<file path="src/rtl/ps2_pkg.sv">
// Shared types and helpers for the PS/2 keyboard transmitter.
package ps2_pkg;

    typedef enum logic [2:0] {
        IDLE,
        SETUP,
        LOW,
        HIGH,
        GAP
    } ps2_state_e;

    // Start + 8 data + parity + stop
    localparam int unsigned FRAME_BITS = 11;

    function automatic int unsigned half_period(input int unsigned clk_hz,
                                                input int unsigned ps2_hz);
        return clk_hz / (2 * ps2_hz);
    endfunction

    function automatic logic odd_parity(input logic [7:0] b);
        return ~^b;
    endfunction

endpackage

</file>
<file path="src/rtl/ps2_kbd_tx_fifo.sv">
// Synchronous byte FIFO with peek at the head; pushes while full are ignored.
module ps2_tx_fifo #(
    parameter int unsigned DEPTH = 16
) (
    input  logic       clk,
    input  logic       reset,
    input  logic       push_i,
    input  logic [7:0] din_i,
    input  logic       pop_i,
    output logic [7:0] head_o,
    output logic       full_o,
    output logic       empty_o
);

    localparam int unsigned AW = $clog2(DEPTH);
    localparam logic [AW:0] FULL_CNT = (AW + 1)'(DEPTH);

    logic [7:0]    mem_q [DEPTH];
    logic [AW-1:0] wr_ptr_q;
    logic [AW-1:0] rd_ptr_q;
    logic [AW:0]   count_q;
    logic          do_push;
    logic          do_pop;

    assign full_o  = (count_q == FULL_CNT);
    assign empty_o = (count_q == '0);
    assign head_o  = mem_q[rd_ptr_q];
    assign do_push = push_i & ~full_o;
    assign do_pop  = pop_i & ~empty_o;

    // Storage array; contents need no reset because count gates visibility
    always_ff @(posedge clk) begin
        if (do_push) begin
            mem_q[wr_ptr_q] <= din_i;
        end
    end

    // Pointers wrap modulo depth; count tracks occupancy
    always_ff @(posedge clk or posedge reset) begin
        if (reset) begin
            wr_ptr_q <= '0;
            rd_ptr_q <= '0;
            count_q  <= '0;
        end else begin
            if (do_push) begin
                wr_ptr_q <= wr_ptr_q + 1'b1;
            end
            if (do_pop) begin
                rd_ptr_q <= rd_ptr_q + 1'b1;
            end
            case ({do_push, do_pop})
                2'b10:   count_q <= count_q + 1'b1;
                2'b01:   count_q <= count_q - 1'b1;
                default: count_q <= count_q;
            endcase
        end
    end

endmodule

</file>
<file path="src/rtl/ps2_kbd_tx.sv">
// Device-side PS/2 keyboard transmitter: queues bytes and sends 11-bit frames,
// aborting and later resending a frame when the host inhibits the clock.
module ps2_kbd_tx
    import ps2_pkg::*;
#(
    parameter int unsigned CLK_HZ     = 50_000_000,
    parameter int unsigned PS2_HZ     = 12_500,
    parameter int unsigned FIFO_DEPTH = 16
) (
    input  logic       clk,
    input  logic       reset,
    input  logic [7:0] data_in,
    input  logic       data_valid,
    output logic       data_ready,
    output logic       overflow,
    output logic       ps2_clk_out,
    output logic       ps2_dat_out,
    input  logic       ps2_clk_in,
    output logic       busy
);

    localparam int unsigned HALF     = half_period(CLK_HZ, PS2_HZ);
    localparam int unsigned CW       = (HALF > 1) ? $clog2(HALF) : 1;
    localparam logic [CW-1:0] HALF_M1 = CW'(HALF - 1);
    localparam logic [3:0] LAST_IDX  = 4'(FRAME_BITS - 1);

    ps2_state_e    state_q;
    logic [CW-1:0] cnt_q;
    logic [3:0]    idx_q;
    logic [7:0]    byte_q;
    logic          clk_q;
    logic          dat_q;
    logic          sync1_q, sync2_q;
    logic          hist1_q, hist2_q;
    logic          busy_q;
    logic          ovf_q;

    logic          fifo_full, fifo_empty;
    logic [7:0]    fifo_head;
    logic          push, pop, inhibit, gap_done;

    function automatic logic frame_bit(input logic [3:0] idx, input logic [7:0] b);
        logic [2:0] bi;
        bi = 3'(idx - 4'd1);
        if (idx == 4'd0) return 1'b0;
        if (idx <= 4'd8) return b[bi];
        if (idx == 4'd9) return odd_parity(b);
        return 1'b1;
    endfunction

    assign data_ready  = ~fifo_full;
    assign push        = data_valid & ~fifo_full;
    assign pop         = (state_q == HIGH) && (cnt_q == '0) && (idx_q == LAST_IDX) && !inhibit;
    assign gap_done    = (state_q == GAP) && (cnt_q == '0) && (idx_q != 4'd0);
    // The synchronised bus lags our own clock by two cycles; only trust a low
    // reading once we have been releasing the clock for that long.
    assign inhibit     = ~sync2_q & clk_q & hist2_q;
    assign ps2_clk_out = clk_q;
    assign ps2_dat_out = dat_q;
    assign busy        = busy_q;
    assign overflow    = ovf_q;

    ps2_tx_fifo #(.DEPTH(FIFO_DEPTH)) u_fifo (
        .clk     (clk),
        .reset   (reset),
        .push_i  (push),
        .din_i   (data_in),
        .pop_i   (pop),
        .head_o  (fifo_head),
        .full_o  (fifo_full),
        .empty_o (fifo_empty)
    );

    // Two-flop synchroniser for the bus clock, plus matching history of our drive
    always_ff @(posedge clk or posedge reset) begin
        if (reset) begin
            sync1_q <= 1'b1;
            sync2_q <= 1'b1;
            hist1_q <= 1'b1;
            hist2_q <= 1'b1;
        end else begin
            sync1_q <= ps2_clk_in;
            sync2_q <= sync1_q;
            hist1_q <= clk_q;
            hist2_q <= hist1_q;
        end
    end

    // Registered status: busy while a frame or queued byte exists, overflow on dropped push
    always_ff @(posedge clk or posedge reset) begin
        if (reset) begin
            busy_q <= 1'b0;
            ovf_q  <= 1'b0;
        end else begin
            busy_q <= push | ~fifo_empty | ((state_q != IDLE) & ~gap_done);
            ovf_q  <= data_valid & fifo_full;
        end
    end

    // Frame FSM with registered line drive; GAP runs two half periods via idx_q
    always_ff @(posedge clk or posedge reset) begin
        if (reset) begin
            state_q <= IDLE;
            cnt_q   <= '0;
            idx_q   <= '0;
            byte_q  <= '0;
            clk_q   <= 1'b1;
            dat_q   <= 1'b1;
        end else begin
            case (state_q)
                IDLE: begin
                    if (!fifo_empty && !inhibit) begin
                        state_q <= SETUP;
                        byte_q  <= fifo_head;
                        idx_q   <= '0;
                        cnt_q   <= HALF_M1;
                        dat_q   <= 1'b0;
                        clk_q   <= 1'b1;
                    end
                end
                SETUP, HIGH: begin
                    if (inhibit) begin
                        state_q <= GAP;
                        idx_q   <= '0;
                        cnt_q   <= HALF_M1;
                        clk_q   <= 1'b1;
                        dat_q   <= 1'b1;
                    end else if (cnt_q != '0) begin
                        cnt_q <= cnt_q - 1'b1;
                    end else if (state_q == SETUP) begin
                        state_q <= LOW;
                        clk_q   <= 1'b0;
                        cnt_q   <= HALF_M1;
                    end else if (idx_q == LAST_IDX) begin
                        state_q <= GAP;
                        idx_q   <= '0;
                        cnt_q   <= HALF_M1;
                        dat_q   <= 1'b1;
                    end else begin
                        state_q <= SETUP;
                        idx_q   <= idx_q + 1'b1;
                        dat_q   <= frame_bit(idx_q + 1'b1, byte_q);
                        cnt_q   <= HALF_M1;
                    end
                end
                LOW: begin
                    if (cnt_q != '0) begin
                        cnt_q <= cnt_q - 1'b1;
                    end else begin
                        state_q <= HIGH;
                        clk_q   <= 1'b1;
                        cnt_q   <= HALF_M1;
                    end
                end
                GAP: begin
                    if (cnt_q != '0) begin
                        cnt_q <= cnt_q - 1'b1;
                    end else if (idx_q == 4'd0) begin
                        idx_q <= 4'd1;
                        cnt_q <= HALF_M1;
                    end else begin
                        state_q <= IDLE;
                        idx_q   <= '0;
                    end
                end
                default: begin
                    state_q <= IDLE;
                    clk_q   <= 1'b1;
                    dat_q   <= 1'b1;
                end
            endcase
        end
    end

endmodule

</file>
<file path="config.mk">
export PLATFORM = sky130hd
export DESIGN_NAME = ps2_kbd_tx
export DESIGN_NICKNAME = d
export VERILOG_FILES = /design/src/rtl/ps2_pkg.sv /design/src/rtl/ps2_kbd_tx_fifo.sv /design/src/rtl/ps2_kbd_tx.sv
export SDC_FILE = /design/constraint.sdc
export NUM_CORES = 1
export LEC_CHECK = 0
export ABC_AREA = 1
export BUFFER_PORTS_ARGS = -buffer_cell sky130_fd_sc_hd__buf_2
export CORE_MARGIN = 2
export CORE_UTILIZATION = 41
export DETAILED_ROUTE_END_ITERATION = 8
export HOLD_SLACK_MARGIN = 0.05
export PLACE_DENSITY = 0.67
export SLEW_MARGIN = 40
export SYNTH_ARGS = -nofsm -noshare
export SYNTH_HDL_FRONTEND = slang
export SYNTH_HIERARCHICAL = 1
export SYNTH_SLANG_ARGS = --single-unit
</file>
<file path="constraint.sdc">
create_clock -name clk -period 4.4 [get_ports clk]
set_input_delay 0.66 -clock clk [delete_from_list [all_inputs] [get_ports clk]]
set_output_delay 0.66 -clock clk [all_outputs]
set_load 0.05 [all_outputs]
</file>
======== Word-level counts from Yosys, hierarchy flattened ========
Memory sizes are Yosys's and may differ from the RTL's. A register that Yosys moved wholly into a read port is not among the register bits.
Cells that the tools add are included.
storage, ports and cells
  register bits after elaboration ......... 39
  RAM bits ................................ 128
  input bits .............................. 12
  word-level logic and storage cells ...... 151
  memories kept ........................... 1
operators by class
  add/subtract/negate cells ............... 7
  $lt $le $gt $ge ......................... 2
  eq/ne operators ......................... 17
  multiplexer cells ....................... 67
  bitwise operators ....................... 15
  reductions and logical operators ........ 28
memory list
  memory        depth  width  read ports  clocked after Yosys merged registers in  wr ports  RTL line               RTL
  u_fifo.mem_q  16     8      1           1                                        1         ps2_kbd_tx_fifo.sv:18  logic [7:0] mem_q [DEPTH];
operators with widths
  kind                     number
  $mux W11                 5
  $pmux W11 S4             1
  $mux W1                  41
  $mux W3                  8
  $mux W4                  6
  $reduce_and A5 Y1        3
  $add A4 B1 Y4 const B    3
  $pmux W3 S4              1
  $pmux W4 S3              1
  $logic_not A11 Y1        1
  $reduce_bool A11 Y1      1
  $sub A11 B1 Y11 const B  1
  $pmux W5 S2              1
  $ne A3 B3 Y1 const B     3
  $eq A4 B4 Y1 const B     2
  $logic_not A4 Y1         2
  $ne A2 B2 Y1 const B     4
  $reduce_bool A4 Y1       2
  $reduce_xnor A8 Y1       1
  $and A1 B1 Y1            7
  $eq A3 B2 Y1 const B     2
  $logic_and A1 B1 Y1      6
  $not A1 Y1               6
  $reduce_bool A3 Y1       2
  23 further kinds         26

======== Logic depth before layout (Yosys ltp) ========
Gate-level depths: netlist (run 1).
  word-level depth ........................ 29
  mapped depth ............................ 17
  depth with buffers taken out ............ 17

======== By module ========
The synthesis (run 1) kept the hierarchy.
modules (own cells, without submodules)
  module       times used  cells an instance  area each (µm²)
  ps2_tx_fifo  1           621                6222.2
  ps2_kbd_tx   1           310                2142.1

======== Least setup slack after synthesis (run 1) ========
Ideal clock, no wire load.
  kind .................................... register to register
  from .................................... reg clk_q (netlist: ps2_clk_out)
  to ...................................... reg u_fifo.count_q[4]
  data arrival time ....................... 2650 ps
  slack ................................... 1633 ps
  cell stages (with the launch flop) ...... 17
  buffers on the path ..................... 1
  clock period less this slack ............ 2767 ps
  cells stage by stage .................... dfstp_2 nand2_1 nor2_2 nor2_1 buf_4 nand2_1 nor3_1 nand2_1 inv_1 ha_1 fa_1 nand2_1 nand3_1 nand3_1 nand2_1 nand2_1 nand2_1
between the ends
  cells in the longest elaborated chain, start to end .. 7
RTL lines
  what                                               RTL line               RTL
  start: declaration                                 ps2_kbd_tx.sv:31       logic clk_q;
  start signal: assignment                           ps2_kbd_tx.sv:107      clk_q <= 1'b1;
  start signal: assignment                           ps2_kbd_tx.sv:118      clk_q <= 1'b1;
  start signal: assignment                           ps2_kbd_tx.sv:126      clk_q <= 1'b1;
  $and A1 B1 Y1 (*) (2 in a row)                     ps2_kbd_tx.sv:57       assign inhibit = ~sync2_q & clk_q & hist2_q;
  $logic_not A1 Y1 (*)                               ps2_kbd_tx.sv:53       assign pop = (state_q == HIGH) && (cnt_q == '0) && (idx_q == LAST_IDX) && !inhibit;
  $logic_and A1 B1 Y1 (*)                            ps2_kbd_tx.sv:53
  net pop                                            ps2_kbd_tx.sv:40       logic push, pop, inhibit, gap_done;
  $and A1 B1 Y1 (*)                                  ps2_kbd_tx_fifo.sv:29  assign do_pop = pop_i & ~empty_o;
  net u_fifo.do_pop                                  ps2_kbd_tx_fifo.sv:23  logic do_pop;
  $eq A2 B1 Y1 or $eq A2 B2 Y1 (tied branches)       ps2_kbd_tx_fifo.sv:51  case ({do_push, do_pop})
  $pmux W5 S2 or $reduce_bool A2 Y1 (tied branches)  --
  end signal: assignment                             ps2_kbd_tx_fifo.sv:52  2'b10: count_q <= count_q + 1'b1;
  end signal: assignment                             ps2_kbd_tx_fifo.sv:53  2'b01: count_q <= count_q - 1'b1;
  end signal: assignment                             ps2_kbd_tx_fifo.sv:54  default: count_q <= count_q;
  end: declaration                                   ps2_kbd_tx_fifo.sv:21  logic [AW:0] count_q;
Mark *: on every way through the listed nets, which the timed path passes. The rest lies on a longest branch.
A chain may end at the register's enable or synchronous reset.

======== Final worst setup path (run 1) ========
  from .................................... reg state_q[2]
  to ...................................... reg u_fifo.count_q[4]
between the ends
  cells in the longest elaborated chain, start to end .. 7
RTL lines
  what                                               RTL line               RTL
  start: declaration                                 ps2_kbd_tx.sv:27       ps2_state_e state_q;
  start signal: assignment                           ps2_kbd_tx.sv:103      state_q <= IDLE;
  start signal: assignment                           ps2_kbd_tx.sv:113      state_q <= SETUP;
  start signal: assignment                           ps2_kbd_tx.sv:123      state_q <= GAP;
  $eq A3 B2 Y1 (*)                                   ps2_kbd_tx.sv:53
  $logic_and A1 B1 Y1 (*) (3 in a row)               ps2_kbd_tx.sv:53
  net pop                                            ps2_kbd_tx.sv:40
  $and A1 B1 Y1 (*)                                  ps2_kbd_tx_fifo.sv:29
  net u_fifo.do_pop                                  ps2_kbd_tx_fifo.sv:23
  $eq A2 B1 Y1 or $eq A2 B2 Y1 (tied branches)       ps2_kbd_tx_fifo.sv:51
  $pmux W5 S2 or $reduce_bool A2 Y1 (tied branches)  --
Marks and branches as above.

==> impl.org, run 1 <==
** Logic synthesis
- Number of nets in the synthesized netlist :: ~960
- Post-synthesis instance area :: around 8400 um2
- Post-synthesis sequential area ratio :: around 60%
- For this run, asynchronously set or reset flops after synthesis account for 26.9%.
- Gate count of the mapped netlist :: a little over 900
- Number of different library cells in the post-synthesis netlist :: 35
- Yosys printed 6 warnings.
- Number of register bits inferred by synthesis :: 175
- Counting flops with a built-in enable in the synthesized netlist gives ~130.
- Mean Syn Cell Area :: ~9 um2
- Ys flop type :: sky130_fd_sc_hd__edfxtp_1

** Die
- In this run the count of I/O pins placed on the die edge is 17.
- The floorplan step defined a die boundary enclosing 21,600 um2.
- Core area :: just over 20,000 um2
- The initialized floorplan defines 52 standard-cell rows.
- Effective utilization at floorplan :: between 40% and 50%
- Die outline height :: roughly 150 um
- Die Width :: roughly 150 um

** Clocking
- TritonCTS built the clock tree.
- Post-CTS resize count :: 0
- Clock-pin slew was measured on the worst setup and hold paths at around 0.080 ns.
- The tree built by TritonCTS fans out to roughly 180 sinks.
- Number of post-CTS setup repair buffers :: 0
- Clock root buffer master :: sky130_fd_sc_hd__clkbuf_16
- TritonCTS created 17 clock buffers.
- Insertion delay to the later sink of the worst-skew pair :: about 0.43 ns
- For this design, the CTS-stage hold fixing added 0 buffers.
- CTS Buffer Depth :: 2
- H-tree levels :: 4

** Global route
- Global router's overall resource usage :: between 10% and 20%
- Number of global-route vias before repair :: 5,583
- Largest net degree at the start of global routing :: about 50
- The number of antenna violations at the first check in global routing came to 0.
- The first global-routing pass estimated roughly 28 mm of wire.
- Total gr overflow :: 0

** Final layout
- Most frequent cells in the layout :: 345 x sky130_fd_sc_hd__nand2_1, 128 x sky130_fd_sc_hd__edfxtp_1, 111 x sky130_fd_sc_hd__inv_1
- Diode insertion count for antenna repair :: 0
- Leaving out fill and tap cells, the most frequent cell in the layout is sky130_fd_sc_hd__nand2_1.
- Layout area overhead :: 11.2%
- In the final layout, the share of cells above drive strength 1 is about 8.7%.
- The final layout contains 972 nets.

** Detailed routing
- Summed over all layers, the routed wires come to between 15 and 20 mm.
- The first detailed-routing pass took 7 iterations.
- Mean routed wirelength per cell :: about 14 um
- Starting DRC count in detailed routing :: ~380
- Across all layers, the routed design uses slightly below 6,000 vias.
- The detail route stage leaves a number of antenna-violating nets equal to 0.
- DR vias/cell :: roughly 4.8
- For this run, design rule violations remaining after detail routing come to 0.

** Pwr
- The internal portion of the total power is 3.20 mW.
- Per report_power, the sequential group accounts for between 40% and 50% of the total.
- The design draws 4.78 mW.
- Net switching share of the total power :: 33.2%
- Leakage power summed over all cells :: 4.09 nW
- Power spread over the standard cell area amounts to between 500 and 600 nW/um2.
- Peak VDD IR :: ~250 uV
- Combinational logic burns 21.8% of the power.
- NetSw :: between 1.5 and 2 mW
- Of the total power, the clock network draws between 30% and 40%.

** STA
- For the finished layout, the period the worst path requires is ~3.1 ns.
- Finish-stage setup viols :: 0
- Static timing analysis puts the maximum clock frequency at ~320 MHz.
- The final critical path takes up 71.1% of the cycle.
- The tightest hold path in the finished design has a slack of approximately 0.28 ns.
- Across the routed clock network, the largest skew measured is 0.0101 ns.
- The worst pin sits at a relative slew slack of a little over two fifths.
- Final number of hold-violating endpoints :: 0
- Setup slack closes at about 1.3 ns.
- Sum Neg Setup Slack :: 0 ns
- RSZ-0062 raised after global routing :: false
- The max-slew violation total from the final report came to 0.
- At the pin with the least slew margin, the transition time is between 0.8 and 0.9 ns.

** Worst setup path
- STA puts the critical path data arrival time at 3.45 ns.
- For this design, the slowest cell found on the critical path is sky130_fd_sc_hd__nor2_1.
- Buffers and inverters on the worst path :: 2
- CP top delay family :: simple AND/OR/NAND/NOR gates
- Of all nets on the critical path, the largest fanout is 12.
- STA classifies the critical path startpoint as a flop.
- The cell that appears most often on the critical path is sky130_fd_sc_hd__nand2_1.
- Required time at the worst-slack endpoint :: ~4.7 ns
- Sequence of cells on the critical path :: inv_1 > nand2_1 > nor2_1 > nand2_1 > nor3_1 > nand2_1 > inv_1 > ha_1 > ha_1 > nand2_1 > nand3_1 > nand3_1 > nand2_1 > nand2_1 > nand2_1
- The critical path is of the flop to flop type.
- The largest single stage delay on the critical path is just under 0.6 ns.
- CP Capture Type :: flop

** Flow run
- Count of maximum capacitance violations :: 0

** Placed design
- OpenSTA, run right after detailed placement, puts the worst setup slack at approximately 1.4 ns.
- The congestion estimate from routability-driven global placement came to just over 0.8.
- Buffers placed on the I/O ports in this run total 16.
- Detailed Place HPWL :: approximately 11 mm

** Run status
- The run finished with clean final reports.

** Hold path
- Hold Crit Class :: input port to async pin
-- per-stage QoR --
stage | instances | util (%) | area [um2]
finish | 1227 | 46.3 | 9300
global route | 1227 | 46.3 | 9300
CTS | 1227 | 46.2 | 9290
detailed placement | 1195 | 43.1 | 8670
global placement | 1195 | 43.1 | 8670
floorplan | 931 | - | 8360
-- area by class of cell --
type	count	area [um2]
Clock inverter	15	194
Multi-Input combinational cell	612	2760
Timing Repair Buffer	19	103
Clock buffer	17	425
Sequential cell	175	5030
Inverter	119	450
Fill cell	1848	10800
Tap cell	270	338
-- worst register-to-register path: stages, from the launching register on --
cell                      delay [ns]
sky130_fd_sc_hd__dfrtp_1        0.41
sky130_fd_sc_hd__inv_1          0.12
sky130_fd_sc_hd__nand2_1        0.10
sky130_fd_sc_hd__nor2_1         0.59
sky130_fd_sc_hd__nand2_1        0.16
sky130_fd_sc_hd__nor3_1         0.27
sky130_fd_sc_hd__nand2_1        0.18
sky130_fd_sc_hd__inv_1          0.13
sky130_fd_sc_hd__ha_1           0.31
sky130_fd_sc_hd__ha_1           0.33
sky130_fd_sc_hd__nand2_1        0.11
sky130_fd_sc_hd__nand3_1        0.09
sky130_fd_sc_hd__nand3_1        0.08
sky130_fd_sc_hd__nand2_1        0.06
sky130_fd_sc_hd__nand2_1        0.05
sky130_fd_sc_hd__nand2_1        0.04
-- flip-flops by register name (all words and copies together) (netlist names) --
name and count:
state_q 3, sync2_q 1, busy 1, u_fifo/wr_ptr_q 4, u_fifo/count_q 5, u_fifo/rd_ptr_q 4, ps2_dat_out 1, u_fifo/mem_q 128
sync1_q 1, hist1_q 1, idx_q 4, byte_q 8, hist2_q 1, ps2_clk_out 1, overflow 1, cnt_q 11
-- final timing paths --
| kind | startpoint | endpoint | slack (ns) | cells past startpoint |
|---|---|---|---|---|
| min in group clk | ps2_clk_in | sync1_q | 0.32 | 1 |
| max in group asynchronous | reset | u_fifo/rd_ptr_q[0] | 3.71 | 2 |
| worst max register to register | state_q[2] | u_fifo/count_q[4] | 1.27 | 15 |
| worst min register to register | hist1_q | hist2_q | 0.36 | 0 |
| worst min-delay path | reset | u_fifo/count_q[1] | 0.28 | 2 |
| worst max-delay path | state_q[2] | u_fifo/count_q[4] | 1.27 | 15 |
-- cell families (layout without fill, tap and decap cells) --
group / after synthesis / after routing / synth area share, %
AOI/OAI and AO/OA: 42 / 42 / 2.63
adders and majority gates: 16 / 16 / 2.48
and+or+nand+nor: 546 / 546 / 26.9
buffers and inverters: 144 / 170 / 7.03
DFF: 175 / 175 / 60.1
xor gates and xnor gates: 8 / 8 / 0.838
-- power by group through the flow --
stage	Clock (mW)	Sequential (mW)	Combinational (mW)
2_1_floorplan	0	2.22	0.790
3_3_place_gp	0	2.23	1.01
3_5_place_dp	0	2.23	1.04
4_1_cts	1.57	2.20	1.04
5_1_grt	1.64	2.24	1.21
6_report	1.54	2.20	1.04
-- cell usage after synthesis, types with 2 or more instances --
cell type / n / area [um2]
sky130_fd_sc_hd__dfrtp_1: 41 / 1030
sky130_fd_sc_hd__inv_2: 7 / 26.3
sky130_fd_sc_hd__clkbuf_1: 3 / 11.3
sky130_fd_sc_hd__nand2_4: 3 / 33.8
sky130_fd_sc_hd__nand2_1: 345 / 1290
sky130_fd_sc_hd__nor3_1: 3 / 15.0
sky130_fd_sc_hd__nand3_1: 82 / 410
sky130_fd_sc_hd__edfxtp_1: 128 / 3840
sky130_fd_sc_hd__nand4_1: 7 / 43.8
sky130_fd_sc_hd__inv_1: 111 / 417
sky130_fd_sc_hd__nor2_2: 5 / 31.3
sky130_fd_sc_hd__buf_2: 16 / 80.1
sky130_fd_sc_hd__nor2_1: 94 / 353
sky130_fd_sc_hd__xor2_1: 4 / 35.0
sky130_fd_sc_hd__buf_4: 3 / 22.5
sky130_fd_sc_hd__ha_1: 15 / 188
sky130_fd_sc_hd__xnor2_1: 4 / 35.0
sky130_fd_sc_hd__o21ai_1: 7 / 35.0
sky130_fd_sc_hd__a21oi_1: 8 / 40.0
sky130_fd_sc_hd__buf_6: 2 / 22.5
sky130_fd_sc_hd__dfstp_2: 6 / 158
sky130_fd_sc_hd__nor2_4: 2 / 22.5
sky130_fd_sc_hd__o21ai_0: 23 / 115
-- per-layer routing --
layer  vias up  part of all wire [%]  GRT usage [%]
li1       2995                     -              -
met1      2741                    46           22.2
met2       141                    48           27.7
met3        17                   4.3           3.07
met4         0                   1.4           5.78
met5         -                     0              0
Power figures use the tool's default switching activity.
==> inputs of run 2 (changes only) <==
Settings changed: PLACE_DENSITY 0.67 to 0.69.
Clock period 4.4 ns to 2.71 ns, I/O delays scaled along.
==> impl.org, run 2 (synthesized netlist as in run 1, its figures left out) <==
** Hold path
- The tightest min-delay check is of the input port to flop type.

** Die
- The height of the chip came to 147 um (unchanged).
- Effective utilization at floorplan :: 41.6% (unchanged)
- The horizontal die dimension was 147 um (unchanged).
- The number of cell rows came to 52 (unchanged).
- Ports :: 17 (unchanged)
- The area enclosed by the die boundary is 21,600 um2 (unchanged).
- Core area :: 20,100 um2 (unchanged)

** STA
- The worst slew slack as a fraction of its limit is 43.1% (-0.48 points).
- RSZ-0062 raised after global routing :: true
- The final hold slack is 0.0761 ns (-0.203 ns).
- Final number of hold-violating endpoints :: 0 (unchanged)
- The setup violation total in the final timing report was 0 (unchanged).
- Post-layout worst setup margin :: 0.0811 ns (-1.19 ns)
- Final cycle utilization of the critical path :: 97.0% (+26 points)
- The worst setup skew after layout came to 0.0157 ns (+0.00559 ns).
- The minimum clock period was 2.63 ns (-0.498 ns).
- Pins over their slew limit :: 0 (unchanged)
- The achievable frequency is 380 MHz (+19%).
- The transition time at the pin with the least slew margin came to 0.851 ns (+0.00710 ns).

** Flow run
- Count of maximum capacitance violations :: 0 (unchanged)

** Detailed routing
- The routed wire length per instance is 13.2 um (-3.8%).
- The remaining antenna violation count after routing came to 0 (unchanged).
- The first-pass iteration count of the detailed router is 5 (-2).
- The post-route DRC violation count is 0 (unchanged).
- The detail-routed via count per cell came to 4.65 (-3.3%).
- The starting DRC count in detailed routing was 442 (+17%).
- Total number of vias :: 5,761 (-2.3%)
- Wire length after detailed routing :: 16.4 mm (-2.8%)

** Global route
- The pin count of the biggest net entering global routing was 82 (+61%).
- The total global-route track usage is 16.1% (-0.55 points).
- The first-pass GRT wire length was 27.6 mm (-1.9%).
- The number of antenna violations at the first check in global routing was 0 (unchanged).
- The number of global-route vias before repair was 5,618 (+0.63%).
- The remaining global-route overflow was 0 (unchanged).

** Clocking
- The clock edge transition at the registers on the reported setup and hold paths was 0.07 ns (about the same).
- H-tree levels :: 4 (unchanged)
- The number of buffers inserted to repair setup after CTS came to 0 (unchanged).
- TritonCTS built the clock tree.
- In this run the clock root is driven by a sky130_fd_sc_hd__clkbuf_16.
- The deepest clock path buffer count came to 2 (unchanged).
- Number of buffers created by CTS :: 17 (unchanged)
- Number of clock sinks :: 175 (unchanged)
- The clock network latency to the later pin of the worst-skew pair was 0.43 ns (about the same).

** Pwr
- Total power per unit cell area :: 817 nW/um2 (+59%)
- Peak VDD IR :: 528 uV (+110%)
- Leakage power summed over all cells :: 4.14 nW (+1.2%)

** Final layout
- The post-route cell area is 9430 um2 (+1.4%).
- Compared with the post-synthesis result, the final layout area differs by 12.8%.
- The fraction of layout cells with a size suffix above 1 was 10.2% (+1.5 points).
- The final core area utilization was 46.9% (+0.66 points).
- The library cell used most frequently in the layout, excluding fill and tap cells, is sky130_fd_sc_hd__nand2_1.
- Fill cell total of the finished layout :: 1,852 (+0.22%)
- Most frequent cells in the layout :: 345 x sky130_fd_sc_hd__nand2_1, 128 x sky130_fd_sc_hd__edfxtp_1, 111 x sky130_fd_sc_hd__inv_1
- Flip-flop count of the largest register, all copies and words added :: 128 (unchanged)
- Net count reported at finish :: 985 (+1.3%)
- Ranked by flip-flop count, first place goes to u_fifo/mem_q.
- Diode insertion count for antenna repair :: 0 (unchanged)
- Registers with the most flip-flops :: u_fifo/mem_q x128, cnt_q x11, byte_q x8

** Placed design
- Detailed Place HPWL :: 10.8 mm (-1.5%)
- Routability cong. :: 0.813 (+0.84%)
- Worst Setup Slack post-DPL :: 0.127 ns (-1.24 ns)
- The instance area after placement was 8790 um2 (+1.4%).
- The count of buffers from port buffering is 16 (unchanged).

** Worst setup path
- Largest stage delay on the critical path :: 0.71 ns (+0.12 ns)
- The worst path required time came to 2.76 ns (-1.96 ns).
- CP Capture Type :: flop
- The most numerous cell type found on the critical path is sky130_fd_sc_hd__inv_1.
- Arrival time worst endpoint :: 2.68 ns (-0.77 ns)
- Max Fanout on Critical Path :: 8 (-4)
- Traced cell by cell, the critical path runs through nor2_1 > nand4_1 > inv_1 > inv_1 > nand2_1 > inv_1 > nand2_1 > inv_1 > nand2_1 > nor2_1.
- The worst setup path is of the flop to flop kind.
- Library cell contributing the largest single delay on the critical path :: sky130_fd_sc_hd__nor2_1
- Kind of launch point of the worst setup path :: flop

** Run status
- Outcome :: complete, no violations
-- run 2: worst paths after layout --
path | start | end | slack [ns] | depth (start not counted)
worst max-delay path | u_fifo/count_q[0] | u_fifo/mem_q[3][4] | 0.08 | 10
worst min-delay path | ps2_clk_in | sync1_q | 0.08 | 1
worst max register to register | u_fifo/count_q[0] | u_fifo/mem_q[3][4] | 0.08 | 10
worst min register to register | hist1_q | hist2_q | 0.36 | 0
max in group asynchronous | reset | ps2_dat_out | 1.73 | 4
min in group asynchronous | reset | u_fifo/count_q[1] | 0.57 | 3
-- run 2: repair_timing --
| item | in CTS | in global routing |
|---|---|---|
| setup endpoints to repair | 0 | 56 |
| gates resized for setup | 0 | 8 |
| hold buffers | 1 | 0 |
| endpoints found under the hold margin | 13 | 0 |
-- run 2: cell type report --
cell class | instances | area [um2] | area share (%)
Clock inverter | 14 | 170 | 1.80
Multi-Input combinational cell | 612 | 2790 | 29.6
Timing Repair Buffer | 32 | 228 | 2.41
Clock buffer | 18 | 429 | 4.55
Inverter | 119 | 448 | 4.75
Tap cell | 270 | 338 | 3.58
Sequential cell | 175 | 5030 | 53.3
-- run 2: stage by stage --
step | total power [mW] | TNS [ns] | std cells
after floorplan | 4.88 | 0 | 931
after global placement | 5.28 | 0 | 1207
after detailed placement | 5.33 | 0 | 1207
after CTS | 7.74 | 0 | 1240
after global routing | 8.24 | -2.21 | 1240
final | 7.71 | 0 | 1240
-- run 2: layer usage --
metal,global-route usage (%),share of wire (%),up-vias
met5,0,0,-
met4,3.79,0.84,0
met3,3.17,3.2,12
met2,27.4,49,79
met1,21.5,47,2651
li1,-,-,3019
-- run 2: power by group --
group	total [mW]	internal, mW	switching [mW]
Combinational	1.74	0.583	1.16
Clock	2.41	1.32	1.09
Sequential	3.55	3.30	0.251
Total	7.71	5.20	2.51
-- run 2: worst max-delay path: cells and delay by family, from the launching register on --
family,cells,cell delay (ns)
buf+inv,4,0.42
flops,1,0.43
simple gates,6,1.40
